File: config.mk
export PLATFORM = sky130hd
export DESIGN_NAME = irq_gen
export DESIGN_NICKNAME = d
export VERILOG_FILES = /design/src/rtl/irq_gen_pkg.sv /design/src/rtl/irq_gen_line.sv /design/src/rtl/irq_gen.sv
export SDC_FILE = /design/constraint.sdc
export NUM_CORES = 1
export LEC_CHECK = 0
export BUFFER_PORTS_ARGS = -buffer_cell sky130_fd_sc_hd__buf_2
export CAP_MARGIN = 20
export CORE_AREA = 4 4 178 180
export DETAILED_ROUTE_END_ITERATION = 7
export DIE_AREA = 0 0 182 184
export PLACE_DENSITY_LB_ADDON = 0.12
export SETUP_SLACK_MARGIN = 0.1
export SLEW_MARGIN = 20
export SYNTH_ARGS = -nofsm -noshare
export SYNTH_HDL_FRONTEND = slang
export SYNTH_HIERARCHICAL = 1
export SYNTH_SLANG_ARGS = --single-unit
File: constraint.sdc
create_clock -name clk -period 10.6 [get_ports clk]
set_input_delay 1.59 -clock clk [delete_from_list [all_inputs] [get_ports clk]]
set_output_delay 1.59 -clock clk [all_outputs]
set_load 0.05 [all_outputs]
File: src/rtl/irq_gen_pkg.sv
// Shared types and constants for the irq_gen interrupt source controller.
package irq_gen_pkg;

  localparam int NUM_LINES = 32;

  // Lines 1 (ebreak) and 2 (bus error) are raised inside the core itself.
  localparam logic [NUM_LINES-1:0] DEFAULT_RESERVED_MASK = 32'h0000_0006;

  // Word addresses of the configuration registers.
  localparam logic [1:0] CFG_EN     = 2'd0;
  localparam logic [1:0] CFG_EDGE   = 2'd1;
  localparam logic [1:0] CFG_TIMER  = 2'd2;
  localparam logic [1:0] CFG_RELOAD = 2'd3;

  // Per-line handshake state. SERV_RE is "in service, and another event
  // arrived meanwhile", so the event is replayed once the handler finishes.
  typedef enum logic [1:0] {
    IDLE    = 2'b00,
    PEND    = 2'b01,
    SERV    = 2'b10,
    SERV_RE = 2'b11
  } line_state_e;

endpackage : irq_gen_pkg

File: src/rtl/irq_gen_line.sv
// One interrupt line: request/service handshake with the core's eoi bit.
module irq_gen_line
  import irq_gen_pkg::*;
(
  input  logic clk,
  input  logic reset,
  input  logic trig,
  input  logic en,
  input  logic eoi_rise,
  input  logic eoi_fall,
  output logic req
);

  line_state_e state_q;
  line_state_e state_d;

  // Next-state logic; a disabled line collapses to IDLE from any state.
  always_comb begin
    // NOTE: state_d gets a default before any branch so no path leaves it
    // unassigned; otherwise synthesis infers a latch.
    state_d = state_q;
    if (!en) begin
      state_d = IDLE;
    end else begin
      unique case (state_q)
        IDLE: begin
          if (trig) state_d = PEND;
        end
        PEND: begin
          // A new event coinciding with the acknowledge must not be lost.
          if (eoi_rise) state_d = trig ? SERV_RE : SERV;
        end
        SERV: begin
          if (eoi_fall)  state_d = trig ? PEND : IDLE;
          else if (trig) state_d = SERV_RE;
        end
        SERV_RE: begin
          if (eoi_fall) state_d = PEND;
        end
        default: state_d = IDLE;
      endcase
    end
  end

  // State register; the request is registered from the next state so it
  // drops in the same update that enters service.
  always_ff @(posedge clk or posedge reset) begin
    // NOTE: sequential state uses non-blocking assignments so every register
    // samples pre-edge values regardless of statement order.
    if (reset) begin
      state_q <= IDLE;
      req     <= 1'b0;
    end else begin
      state_q <= state_d;
      req     <= (state_d == PEND);
    end
  end

endmodule : irq_gen_line

File: src/rtl/irq_gen.sv
// Interrupt source controller: 32 configurable event lines plus a countdown
// timer on TIMER_LINE, driving the core's irq vector and tracking its eoi.
module irq_gen
  import irq_gen_pkg::*;
#(
  parameter logic [NUM_LINES-1:0] RESERVED_MASK = DEFAULT_RESERVED_MASK,
  parameter int                   TIMER_LINE    = 0,
  parameter int                   TIMER_W       = 32
) (
  input  logic                 clk,
  input  logic                 reset,
  input  logic [NUM_LINES-1:0] src_event,
  input  logic [NUM_LINES-1:0] eoi,
  output logic [NUM_LINES-1:0] irq,
  input  logic                 cfg_we,
  input  logic [1:0]           cfg_addr,
  input  logic [31:0]          cfg_wdata,
  output logic [31:0]          cfg_rdata,
  output logic [NUM_LINES-1:0] pending
);

  localparam logic [TIMER_W-1:0] TIMER_ONE  = TIMER_W'(1);
  localparam logic [TIMER_W-1:0] TIMER_ZERO = '0;

  logic [NUM_LINES-1:0] en_q;
  logic [NUM_LINES-1:0] edge_q;
  logic [TIMER_W-1:0]   timer_q;
  logic [TIMER_W-1:0]   reload_q;
  logic [NUM_LINES-1:0] src_q;
  logic [NUM_LINES-1:0] eoi_q;

  logic                 wr_en;
  logic                 wr_edge;
  logic                 wr_timer;
  logic                 wr_reload;
  logic [NUM_LINES-1:0] en_d;
  logic [TIMER_W-1:0]   timer_d;
  logic                 expire;
  logic [NUM_LINES-1:0] eoi_rise;
  logic [NUM_LINES-1:0] eoi_fall;
  logic [NUM_LINES-1:0] trig;
  logic [NUM_LINES-1:0] req;

  // Write decode; the line FSMs see a new EN value at the edge that stores
  // it, so disabling a line clears it on that same edge.
  always_comb begin
    wr_en     = cfg_we && (cfg_addr == CFG_EN);
    wr_edge   = cfg_we && (cfg_addr == CFG_EDGE);
    wr_timer  = cfg_we && (cfg_addr == CFG_TIMER);
    wr_reload = cfg_we && (cfg_addr == CFG_RELOAD);
    en_d      = wr_en ? (cfg_wdata & ~RESERVED_MASK) : en_q;
  end

  // Timer next value; a software write in the 1->0 cycle pre-empts expiry.
  always_comb begin
    expire  = (timer_q == TIMER_ONE) && !wr_timer;
    timer_d = timer_q;
    if (wr_timer) begin
      timer_d = cfg_wdata[TIMER_W-1:0];
    end else if (expire) begin
      timer_d = reload_q;
    end else if (timer_q != TIMER_ZERO) begin
      timer_d = timer_q - TIMER_ONE;
    end
  end

  // Per-line trigger selection and eoi edge detection.
  always_comb begin
    eoi_rise = eoi & ~eoi_q;
    eoi_fall = ~eoi & eoi_q;
    // Level lines are masked while the handler is active and for one cycle
    // after it ends, so a still-asserted level re-requests from IDLE rather
    // than being recorded as a fresh event during service.
    trig = (edge_q & src_event & ~src_q) |
           (~edge_q & src_event & ~(eoi | eoi_q));
    trig[TIMER_LINE] = expire;
  end

  // Configuration registers, timer and input sampling registers.
  always_ff @(posedge clk or posedge reset) begin
    if (reset) begin
      en_q     <= '0;
      edge_q   <= '0;
      timer_q  <= '0;
      reload_q <= '0;
      src_q    <= '0;
      eoi_q    <= '0;
    end else begin
      en_q    <= en_d;
      timer_q <= timer_d;
      src_q   <= src_event;
      eoi_q   <= eoi;
      if (wr_edge)   edge_q   <= cfg_wdata;
      if (wr_reload) reload_q <= cfg_wdata[TIMER_W-1:0];
    end
  end

  // Combinational readback; TIMER returns the live count.
  always_comb begin
    cfg_rdata = '0;
    unique case (cfg_addr)
      CFG_EN:     cfg_rdata = en_q;
      CFG_EDGE:   cfg_rdata = edge_q;
      CFG_TIMER:  cfg_rdata = 32'(timer_q);
      CFG_RELOAD: cfg_rdata = 32'(reload_q);
      default:    cfg_rdata = '0;
    endcase
  end

  for (genvar i = 0; i < NUM_LINES; i++) begin : g_line
    irq_gen_line u_line (
      .clk      (clk),
      .reset    (reset),
      .trig     (trig[i]),
      .en       (en_d[i]),
      .eoi_rise (eoi_rise[i]),
      .eoi_fall (eoi_fall[i]),
      .req      (req[i])
    );
  end

  // Reserved lines can never reach the core.
  assign irq     = req & ~RESERVED_MASK;
  assign pending = irq;

endmodule : irq_gen

Word level (Yosys, flattened, before mapping). Cells that the tools add are included.

Register bits after elaboration: 280. Bits of input ports: 101. Output and inout port bits: 96. Logic and storage cells: 518.

Add/subtract/negate cells: 1. Equality and inequality tests: 124. Multiplexer cells: 275. Bitwise operators: 13. Reduce and logical (&&, ||, !) cells: 39.

Operators by type and width (number): 2-to-1 mux 2 bit (180); one-hot mux 2 bit (4 select lines) (30); AND 32 bit (6); NOT 32 bit (5); 2-to-1 mux 32 bit (4); one-hot mux 32 bit (4 select lines) (1); equality test 2 bit (second input constant) (62); equality test 2 x 1 -> 1 bit (second input constant) (61); bitwise OR 32 bit (2); logical NOT 2 bit (31); 2-to-1 mux 1 bit (60); equality test 32 x 1 -> 1 bit (second input constant) (1); nonzero test 32 bit (1); subtractor 32 x 1 -> 32 bit (second input constant) (1); logical AND 1 bit (5); nonzero test 3 bit (1); logical NOT 1 bit (1).

Logic depth before layout (Yosys ltp).
Word-level depth: 9. Mapped depth: 10. Gate-level depth less buffers: 8.

Hierarchy. The synthesis kept the hierarchy.

Modules (own cells, without submodules): irq_gen (instances 1, cells each 755, area each 9152.5 um^2, sequential area each 4629.4 um^2); irq_gen_line (instances 30, cells each 13, area each 138.9 um^2, sequential area each 75.1 um^2).

Least setup slack after synthesis. OpenSTA, ideal clock, no wires.

Kind: in2out. Start point: input cfg_addr[0]. End point: output cfg_rdata[19]. Arrival: 3.361 ns. Data required time: 9.010 ns. Setup slack: 5.649 ns. Cell stages on the path: 4. Path through: clkbuf_1 buf_1 clkbuf_1 mux4_1.

Cells in the longest elaborated chain, start to end: 2. Elaborated cells between the ends (all ways): 5. Those cells by class: eq/ne (3); mux (1); reduce/logical (1).

Ends and longest elaborated chain: from (decl) (line irq_gen.sv:16) `input logic [1:0] cfg_addr,`; equality test 2 bit, or another cell as far along (line irq_gen.sv:101) `unique case (cfg_addr)`; one-hot mux 32 bit (4 select lines) * (line irq_gen.sv:101); to (decl) (line irq_gen.sv:18) `output logic [31:0] cfg_rdata,`.

Every way passes the cells marked *; elsewhere a longest branch is shown, timed or not.

Worst setup path in the final report.
Start point: input cfg_addr[1]. End point: output cfg_rdata[19].

The elaborated chain is that of the path after synthesis.

==> flow_summary.ini <==
[cells_and_area]
area_delta_synth_final_pct = 15.3
drive_gt1_share_pct = 33.5
fin_cells = 1721
fin_nets = 1411

[floorplanning]
start_util_pct = 44.1
rows = 64
die_area_um2 = 33500
die_h_um = 184
io_pins = 197
core_um2 = 30200
die_x_um = 182

[pwr]
sw_frac_of_total_pct = 32.6
cellLeakagePower_uw = 0.00691
p_switching_uw = 990
p_seq_share_pct = 43.5
p_clk_share_pct = 32.3
power_density_nw_per_um2 = 198
p_comb_share_pct = 24.2
irDropWorstVdd_mv = 0.135
power.internal_uw = 2050

[detailed_routing]
initialDrtViolationCount = 340
num_vias = 8739
dr.pass1.iters = 4
routed_wl_um = 29800
drc_errors = 0
antenna_left = 0
wl_per_cell_um = 17.3
routed_via_density = 5.08

[setup_path]
max_stage_delay_ns = 0.66
crit_type = input pin to primary output
r2r_start = timer_q[14]$_DFFE_PP0P_
critPathMaxFanout = 36
critPathBufInv = 3
cpMaxStageDelayCell = mux4_1
crit_required_ns = 9.01
cp_top_family = buffers and inverters
critPathArrivalTime_ns = 3.10
r2r-end = timer_q[19]$_DFFE_PP0P_
end_kind = primary output
crit_start = cfg_addr[1]
cp_cell_sequence = buf_2 -> buf_4 -> mux4_1 -> buf_2
reg2regPathDepth = 6
r2r_slack_ns = 7.12
cp-start-kind = input pin
path_common_cell = buf_2

[cts]
cts_buffer_depth = 3
cts_tree = yes
insertion_delay_ns = 0.55
hold_buffers = 0
cts_resized = 0
cts_inserted_buffers = 31
cts_setup_buffers = 0
clk_pin_slew_ns = 0.06
cts-root-buf = clkbuf_16
cts.sinks = 275
htree_levels = 1

[sta]
rsz0062_at_grt = false
max-slew-margin-rel_pct = 32.4
finalHoldViolCount = 0
fin_crit_sh_pct = 44.3
slew_viol_final = 0
worst_pin_slew_ns = 1.01
timing.hold.ws_ns = 0.520
skew_ns = 0.00770
fmax_mhz = 213
timing.final.crit_period_ns = 4.69
setup_tns_ns = 0
finalSetupViolations = 0
setup_slack_ns = 5.91

[worst_hold_path]
holdPathStages = 1
holdPathEnd = edge_q[1]$_DFFE_PP0P_
min_from = edge_q[1]$_DFFE_PP0P_
hold_class = flip-flop to flip-flop

[place]
dp_cells = 1671
gp_congestion = 0.780
dp_hpwl_um = 20500
numPortBuffers = 187
dpl_worst_slack_ns = 5.84

[yosys]
synthArstFlopShare_pct = 100
ys_seq_area_share_pct = 51.7
ys_ff_latch = 275
yosysWarnings = 6
synth_top_area_cell = dfrtp_1
synthTopCellsByCount = 275 x dfrtp_1, 120 x nor2b_1, 95 x inv_1, 95 x mux2_2, 66 x o21ai_0
syn_inst = 1145
synth.most_common_cell = dfrtp_1
synth.top_cells.by_area = dfrtp_1 52%, mux2_2 8.0%, nor2b_1 5.6%
synth_cell_types = 56
yosys_most_used_dff = dfrtp_1
syn_area_um2 = 13300
yosysTopAreaCellShare_pct = 51.7
synth_area_per_cell_um2 = 11.6
synth-edff-count = 0

[global_route]
antenna_found_initial = 2
grt_pass1_wl_um = 48400
grt_overflow = 0
grt_max_degree = 118
gr-usage-all-layers_pct = 17.7
first_global_vias = 9033

[outcome]
status = finished clean

[flow_run]
cap_viol_max_count = 0
[logic make-up (layout without fill, tap and decap cells)]
group | Yosys count | count (layout) | share of synthesized area (%)
and+or+nand+nor | 360 | 360 | 17.0
DFF | 275 | 275 | 51.7
AOI/OAI and AO/OA | 182 | 182 | 9.66
buffers and inverters | 162 | 338 | 5.71
muxes | 139 | 139 | 14.2
xor gates and xnor gates | 24 | 24 | 1.58
adders and majority gates | 2 | 2 | 0.188
other | 1 | 5 | 0.0282
[state kept, by name, summed over array words and instances, names as in the netlist]
| signal | count |
|---|---|
| en_q | 30 |
| edge_q | 32 |
| src_q | 29 |
| eoi_q | 30 |
| reload_q | 32 |
| timer_q | 32 |
| g_line.u_line/state_q | 60 |
| g_line.u_line/req | 30 |
[stage by stage]
| step | cell area, um^2 | total power, uW | utilization (%) |
|---|---|---|---|
| finish | 15400 | 3040 | 50.9 |
| global placement | 14400 | 2080 | 47.8 |
| CTS | 15400 | 3090 | 50.9 |
| global route | 15400 | 3210 | 50.9 |
| detailed placement | 14400 | 2090 | 47.8 |
| floorplan | 13300 | 1900 | - |
[power groups by stage]
stage	sequential [uW]	combinational, uW	clock (uW)
5_1_grt	1350	799	1060
3_5_place_dp	1340	745	0
3_3_place_gp	1340	737	0
6_report	1320	736	981
2_1_floorplan	1350	553	0
4_1_cts	1330	748	1020
[worst max-delay path by stage]
| stage | end | slack, ns | cells past startpoint |
|---|---|---|---|
| 2_1_floorplan | edge_q[0]$_DFFE_PP0P_ | 3.98 | 1 |
| 3_3_place_gp | cfg_rdata[19] | 5.84 | 4 |
| 3_5_place_dp | cfg_rdata[19] | 5.84 | 4 |
| 4_1_cts | cfg_rdata[19] | 5.84 | 4 |
| 5_1_grt | cfg_rdata[19] | 5.79 | 4 |
| 6_report | cfg_rdata[19] | 5.91 | 4 |
[area by class of cell]
class                   count  area, um^2
inverters                  95         364
clock inverters             5        50.0
fillers                  2743       14800
clock buffers              44         865
repair buffers            194         988
well taps                 396         495
diodes                      1        2.50
flip-flops and latches    275        6880
multi-input cells         711        5710
[layer usage]
metal  up-vias  share of wire, %  global-route usage [%]
li1       4217                 -                       -
met1      4339                43                    22.7
met2       138                51                    31.5
met3        41               5.0                    3.50
met4         4               1.5                    3.48
met5         -             0.050                       0
[cells in the final DEF, fill, tap and decap left out, types with 5 or more instances in the layout]
cell type / synthesis / final
dfrtp_1: 275 / 275
buf_2: 3 / 187
nor2b_1: 120 / 120
mux2_2: 95 / 95
inv_1: 95 / 94
o21ai_0: 66 / 66
nor2_1: 46 / 45
nor3_1: 42 / 42
nand2_1: 39 / 38
a21oi_1: 38 / 38
clkbuf_16: 0 / 31
nand2b_4: 30 / 30
o22ai_2: 30 / 30
and2_1: 30 / 30
mux4_2: 29 / 29
o21a_1: 29 / 29
xor2_1: 16 / 16
mux2i_1: 14 / 14
nor4_1: 13 / 13
clkbuf_1: 19 / 9
xnor2_1: 8 / 8
or3_1: 7 / 7
buf_4: 34 / 7
nand3_1: 7 / 5
o31ai_1: 5 / 5
Note: power is estimated with default switching activity, not from simulation.
